File: config.mk
export PLATFORM = sky130hd
export DESIGN_NAME = sd_dat_rx
export DESIGN_NICKNAME = d
export VERILOG_FILES = /design/src/rtl/sd_dat_rx.sv
export SDC_FILE = /design/constraint.sdc
export NUM_CORES = 1
export LEC_CHECK = 0
export BUFFER_PORTS_ARGS = -buffer_cell sky130_fd_sc_hd__buf_2
export CAP_MARGIN = 15
export CORE_ASPECT_RATIO = 1.2
export CORE_MARGIN = 8
export CORE_UTILIZATION = 45
export DETAILED_ROUTE_END_ITERATION = 10
export GPL_TIMING_DRIVEN = 0
export HOLD_SLACK_MARGIN = 0.08
export PLACE_DENSITY = 0.66
export REMOVE_ABC_BUFFERS = 1
export SLEW_MARGIN = 20
export SYNTH_ARGS = -nofsm -noshare
export SYNTH_HDL_FRONTEND = slang
export SYNTH_SLANG_ARGS = --single-unit
File: constraint.sdc
create_clock -name clk -period 3.9 [get_ports clk]
set_input_delay 1.17 -clock clk [delete_from_list [all_inputs] [get_ports clk]]
set_output_delay 1.17 -clock clk [all_outputs]
set_load 0.03 [all_outputs]
File: src/rtl/sd_dat_rx.sv
`default_nettype none
// +--------------------------------------------------------------------------+
// | Module      : sd_dat_rx                                                  |
// | Description : SD 4-bit DAT line block receiver writing nibbles to RAM,   |
// |               with end-bit check and optional per-line CRC16 check.      |
// | Option      : define SD_DAT_RX_CRC_EN to build the CRC16 check logic.    |
// | Revision    : 1.0 - initial release                                      |
// +--------------------------------------------------------------------------+

module sd_dat_rx #(
  parameter int addr_width   = 10,
  parameter int timeout_bits = 16
) (
  input  logic                  clk,
  input  logic                  rst,
  input  logic                  start,
  input  logic                  bit_en,
  input  logic [3:0]            dat_in,
  output logic                  write_en,
  output logic [addr_width-1:0] waddr,
  output logic [3:0]            din,
  output logic                  busy,
  output logic                  done,
  output logic                  crc_fail,
  output logic                  end_err,
  output logic                  timeout
);

  typedef enum logic [2:0] {
    S_IDLE       = 3'd0,
    S_WAIT_START = 3'd1,
    S_DATA       = 3'd2,
    S_CRC        = 3'd3,
    S_END_BIT    = 3'd4,
    S_DONE       = 3'd5
  } state_t;

  localparam logic [addr_width-1:0]   c_last_addr = '1;
  localparam logic [timeout_bits-1:0] c_wait_max  = '1;

  state_t                  r_state;
  logic [addr_width-1:0]   r_nib_cnt;
  logic [timeout_bits-1:0] r_wait_cnt;
  logic [3:0]              r_crc_cnt;
  logic                    r_end_bad;
  logic                    r_write_en;
  logic [addr_width-1:0]   r_waddr;
  logic [3:0]              r_din;
  logic                    r_busy;
  logic                    r_done;
  logic                    r_end_err;
  logic                    r_timeout;
  logic                    w_accept;

  assign w_accept = (r_state == S_IDLE) && start;

  always_ff @(posedge clk) begin
    if (rst) begin
      r_state    <= S_IDLE;
      r_nib_cnt  <= '0;
      r_wait_cnt <= '0;
      r_crc_cnt  <= '0;
      r_end_bad  <= 1'b0;
      r_write_en <= 1'b0;
      r_waddr    <= '0;
      r_din      <= '0;
      r_busy     <= 1'b0;
      r_done     <= 1'b0;
      r_end_err  <= 1'b0;
      r_timeout  <= 1'b0;
    end else begin
      r_write_en <= 1'b0;
      r_done     <= 1'b0;
      r_timeout  <= 1'b0;
      case (r_state)
        S_IDLE: begin
          if (start) begin
            r_state    <= S_WAIT_START;
            r_busy     <= 1'b1;
            r_nib_cnt  <= '0;
            r_wait_cnt <= '0;
            r_crc_cnt  <= '0;
            r_end_bad  <= 1'b0;
            r_end_err  <= 1'b0;
          end
        end
        S_WAIT_START: begin
          if (bit_en) begin
            if (dat_in == 4'h0) begin
              r_state <= S_DATA;
            end else begin
              r_wait_cnt <= r_wait_cnt + 1'b1;
              // The increment about to land on the all-ones value ends the wait
              if (r_wait_cnt == c_wait_max - 1'b1) begin
                r_timeout <= 1'b1;
                r_busy    <= 1'b0;
                r_state   <= S_IDLE;
              end
            end
          end
        end
        S_DATA: begin
          if (bit_en) begin
            r_write_en <= 1'b1;
            r_waddr    <= r_nib_cnt;
            r_din      <= dat_in;
            if (r_nib_cnt == c_last_addr) begin
              r_state <= S_CRC;
            end else begin
              r_nib_cnt <= r_nib_cnt + 1'b1;
            end
          end
        end
        S_CRC: begin
          if (bit_en) begin
            r_crc_cnt <= r_crc_cnt + 1'b1;
            if (r_crc_cnt == 4'hF) begin
              r_state <= S_END_BIT;
            end
          end
        end
        S_END_BIT: begin
          if (bit_en) begin
            r_end_bad <= (dat_in != 4'hF);
            r_state   <= S_DONE;
          end
        end
        S_DONE: begin
          r_done    <= 1'b1;
          r_end_err <= r_end_bad;
          r_busy    <= 1'b0;
          r_state   <= S_IDLE;
        end
        default: begin
          r_busy  <= 1'b0;
          r_state <= S_IDLE;
        end
      endcase
    end
  end

  assign write_en = r_write_en;
  assign waddr    = r_waddr;
  assign din      = r_din;
  assign busy     = r_busy;
  assign done     = r_done;
  assign end_err  = r_end_err;
  assign timeout  = r_timeout;

`ifdef SD_DAT_RX_CRC_EN
  localparam logic [15:0] c_poly = 16'h1021;

  logic [3:0] w_line_bad;
  logic       r_crc_fail;

  for (genvar l = 0; l < 4; l++) begin : g_line
    logic [15:0] r_calc;
    logic [15:0] r_rx;

    always_ff @(posedge clk) begin
      if (rst || w_accept) begin
        r_calc <= '0;
        r_rx   <= '0;
      end else if (bit_en && (r_state == S_DATA)) begin
        r_calc <= {r_calc[14:0], 1'b0} ^ ({16{r_calc[15] ^ dat_in[l]}} & c_poly);
      end else if (bit_en && (r_state == S_CRC)) begin
        r_rx <= {r_rx[14:0], dat_in[l]};
      end
    end

    assign w_line_bad[l] = (r_calc != r_rx);
  end

  always_ff @(posedge clk) begin
    if (rst || w_accept) begin
      r_crc_fail <= 1'b0;
    end else if (r_state == S_DONE) begin
      r_crc_fail <= |w_line_bad;
    end
  end

  assign crc_fail = r_crc_fail;
`else
  assign crc_fail = 1'b0;
`endif

endmodule

`default_nettype wire

==> results.sh <==
export IMPL_outcome="completed"
export IMPL_nets=337
export IMPL_die_w_microns=83.6
export IMPL_cts_setup_buffers=0
export IMPL_critPathRequiredTime_ns=4.12
export IMPL_dp_hpwl_microns=3420
export IMPL_met1_length_microns=2310
export IMPL_area_growth_pct=7.10
export IMPL_first_global_vias=2020
export IMPL_die_h_microns=97.1
export IMPL_yosysSeqAreaShare_pct=43.0
export IMPL_fin_crit_sh_pct=69.4
export IMPL_async_flop_share_pct=0
export IMPL_clk_transition_reported_paths_ns=0.09
export IMPL_cts_root_buffer="clkbuf_8"
export IMPL_io_pin_count=28
export IMPL_critical_path_class="reg2reg"
export IMPL_wl_met3_microns=258
export IMPL_end_kind="register"
export IMPL_ys_ff_latch=53
export IMPL_setup_violations=0
export IMPL_h_tree_depth=2
export IMPL_rsz0062_at_grt="false"
export IMPL_ys_warn_count=0
export IMPL_grt_max_degree=39
export IMPL_cts_tree="yes"
export IMPL_syn_area_per_cell_sq_um=7.91
export IMPL_power_mw=1.05
export IMPL_clkSinkCount=53
export IMPL_routedWlPerCell_microns=12.9
export IMPL_initialDrtViolationCount=136
export IMPL_clockBufferDepth=2
export IMPL_routed_wl_microns=5000
export IMPL_fin_tns_setup_ns=0
export IMPL_regArea_sq_mm=0.00106
export IMPL_fill_cells=517
export IMPL_p_leak_nw=0.994
export IMPL_antenna_found_initial=0
export IMPL_start_util_pct=46.6
export IMPL_ys_flop_type="dfxtp_1"
export IMPL_overflow=0
export IMPL_netlist_area_sq_mm=0.00247
export IMPL_wl_met2_microns=2350
export IMPL_drive_above_1_share_pct=11.1
export IMPL_cts_resized=0
export IMPL_p_clk_share_pct=26.9
export IMPL_dpl_instance_area_sq_mm=0.00257
export IMPL_most_common_layout_cells="dfxtp_1, nand2_1, nor2_1"
export IMPL_slew_limit_headroom_pct=49.8
export IMPL_power_density_mw_per_mm2=399
export IMPL_core_area_sq_mm=0.00530
export IMPL_die_area_sq_mm=0.00812
export IMPL_row_count=29
export IMPL_power_share_switching_pct=29.7
export IMPL_drc=0
export IMPL_max_freq_mhz=370
export IMPL_intPower_uw=741
export IMPL_finalHoldViolations=0
export IMPL_combPwrFrac_pct=17.1
export IMPL_final_area_sq_mm=0.00264
export IMPL_avgViaCountPerCell=5.45
export IMPL_critPathLaunchType="register"
export IMPL_path_max_fanout=20
export IMPL_clock_latency_ns=0.30
export IMPL_cts_hold_buf=0
export IMPL_grt_pass1_wl_microns=8960
export IMPL_portBuffers=26
export IMPL_num_antenna_cells=0
export IMPL_multi_input_area_sq_mm=0.00128
export IMPL_worstPathArrival_ns=2.93
export IMPL_highest_signal_layer="met4"
export IMPL_netlist_instances=312
export IMPL_vias=2104
export IMPL_firstDrtPassIters=4
export IMPL_slew_viol_final=0
export IMPL_gr_usage_all_layers_pct=12.7
export IMPL_clock_skew_ns=0.00574
export IMPL_seqPwrFrac_pct=56.0
export IMPL_final_antenna_net_count=0
export IMPL_min_period_ns=2.71
export IMPL_synth_edf_count=0
export IMPL_gp_congestion=0.771
export IMPL_cts_buffers=5
export IMPL_switching_power_uw=313
export IMPL_holdCritPathClass="reg2reg"
export IMPL_maxCapViolCount=0
export IMPL_tightestPinTransition_ns=0.752
export IMPL_peakVddDrop_mv=0.216
export IMPL_final_common_cell="dfxtp_1"
export IMPL_ys_types=43
## critical path, cell delays in order (launching register included)
cell and delay (ns):
dfxtp_1 0.64, nor3b_1 0.62, nand2_1 0.59, nor2_1 0.47, a21oi_1 0.12, nor3_1 0.17
## synth_stat cells, types with 2 or more instances
cell	n	area (sq um)
nor2b_1	3	18.8
and2_1	3	18.8
or2_2	3	18.8
nor2_1	42	158
a211o_1	2	17.5
mux2i_1	2	20.0
nand2_1	46	173
nand3_1	13	65.1
buf_2	7	35.0
a211oi_1	2	15.0
nor3_1	9	45.0
clkbuf_1	9	33.8
o31ai_1	2	15.0
o21ai_0	12	60.1
dfxtp_1	53	1060
xor2_1	16	140
nand2b_1	4	25.0
nand4_1	15	93.8
and4_1	3	26.3
and3_1	5	31.3
nor3b_1	2	15.0
inv_1	6	22.5
a21oi_1	27	135
ha_1	4	50.1
a31oi_1	4	25.0
## routing by layer
layer / up-vias / GRT usage [%]
met2: 39 / 21.7
met3: 8 / 4.11
li1: 1089 / -
met5: - / 0
met1: 968 / 13.8
met4: 0 / 5.59
## through the flow
stage / cells / setup WS [ns] / hold slack, ns / utilization (%)
final: 386 / 1.19 / 0.452 / 49.9
after global routing: 386 / 0.899 / 0.472 / 49.9
after CTS: 386 / 1.13 / 0.455 / 49.9
after detailed placement: 380 / 1.05 / 0.443 / 48.5
after global placement: 380 / 1.05 / 0.438 / 48.5
after floorplan: 292 / 1.33 / 0.449 / -
## cells by family (layout without fill, tap and decap cells)
logic type / count (synthesis) / in the layout / synth area share [%]
other cells: 1 / 1 / 0.152
flops: 53 / 53 / 43.0
mux: 2 / 2 / 0.811
simple gates: 153 / 153 / 29.6
compound gates: 56 / 56 / 13.1
fa+ha+maj: 4 / 4 / 2.03
buf+inv: 26 / 38 / 5.22
xor+xnor: 17 / 17 / 6.03
## layout make-up
type | count | share of cell area [%]
tap | 62 | 2.94
timing repair buffer | 26 | 4.92
clock inverter | 1 | 0.189
sequential | 53 | 40.2
inverter | 6 | 0.852
clock buffer | 5 | 2.60
multi-input combinational | 233 | 48.3
## flip-flops by register name (all words and copies together) (netlist names)
register    cells
busy            1
din             4
done            1
end_err         1
r_crc_cnt       4
r_end_bad       1
r_nib_cnt      10
r_state         3
r_wait_cnt     16
timeout         1
waddr          10
write_en        1
## power groups by stage
stage | Sequential [mW] | Clock (mW) | Combinational, mW
3_5_place_dp | 0.602 | 0 | 0.181
4_1_cts | 0.589 | 0.298 | 0.182
2_1_floorplan | 0.599 | 0 | 0.130
6_report | 0.590 | 0.284 | 0.180
3_3_place_gp | 0.601 | 0 | 0.180
5_1_grt | 0.595 | 0.314 | 0.205
## path summary, 6_finish.rpt
kind / from / endpoint / slack, ns / cells after the start
setup / recovery: r_state[1] / r_nib_cnt[2] / 1.19 / 5
hold reg to reg: waddr[6] / waddr[6] / 0.45 / 2
setup reg to reg: r_state[1] / r_nib_cnt[2] / 1.19 / 5
hold / removal: waddr[6] / waddr[6] / 0.45 / 2
No activity file was read; power rests on OpenSTA's default activity.
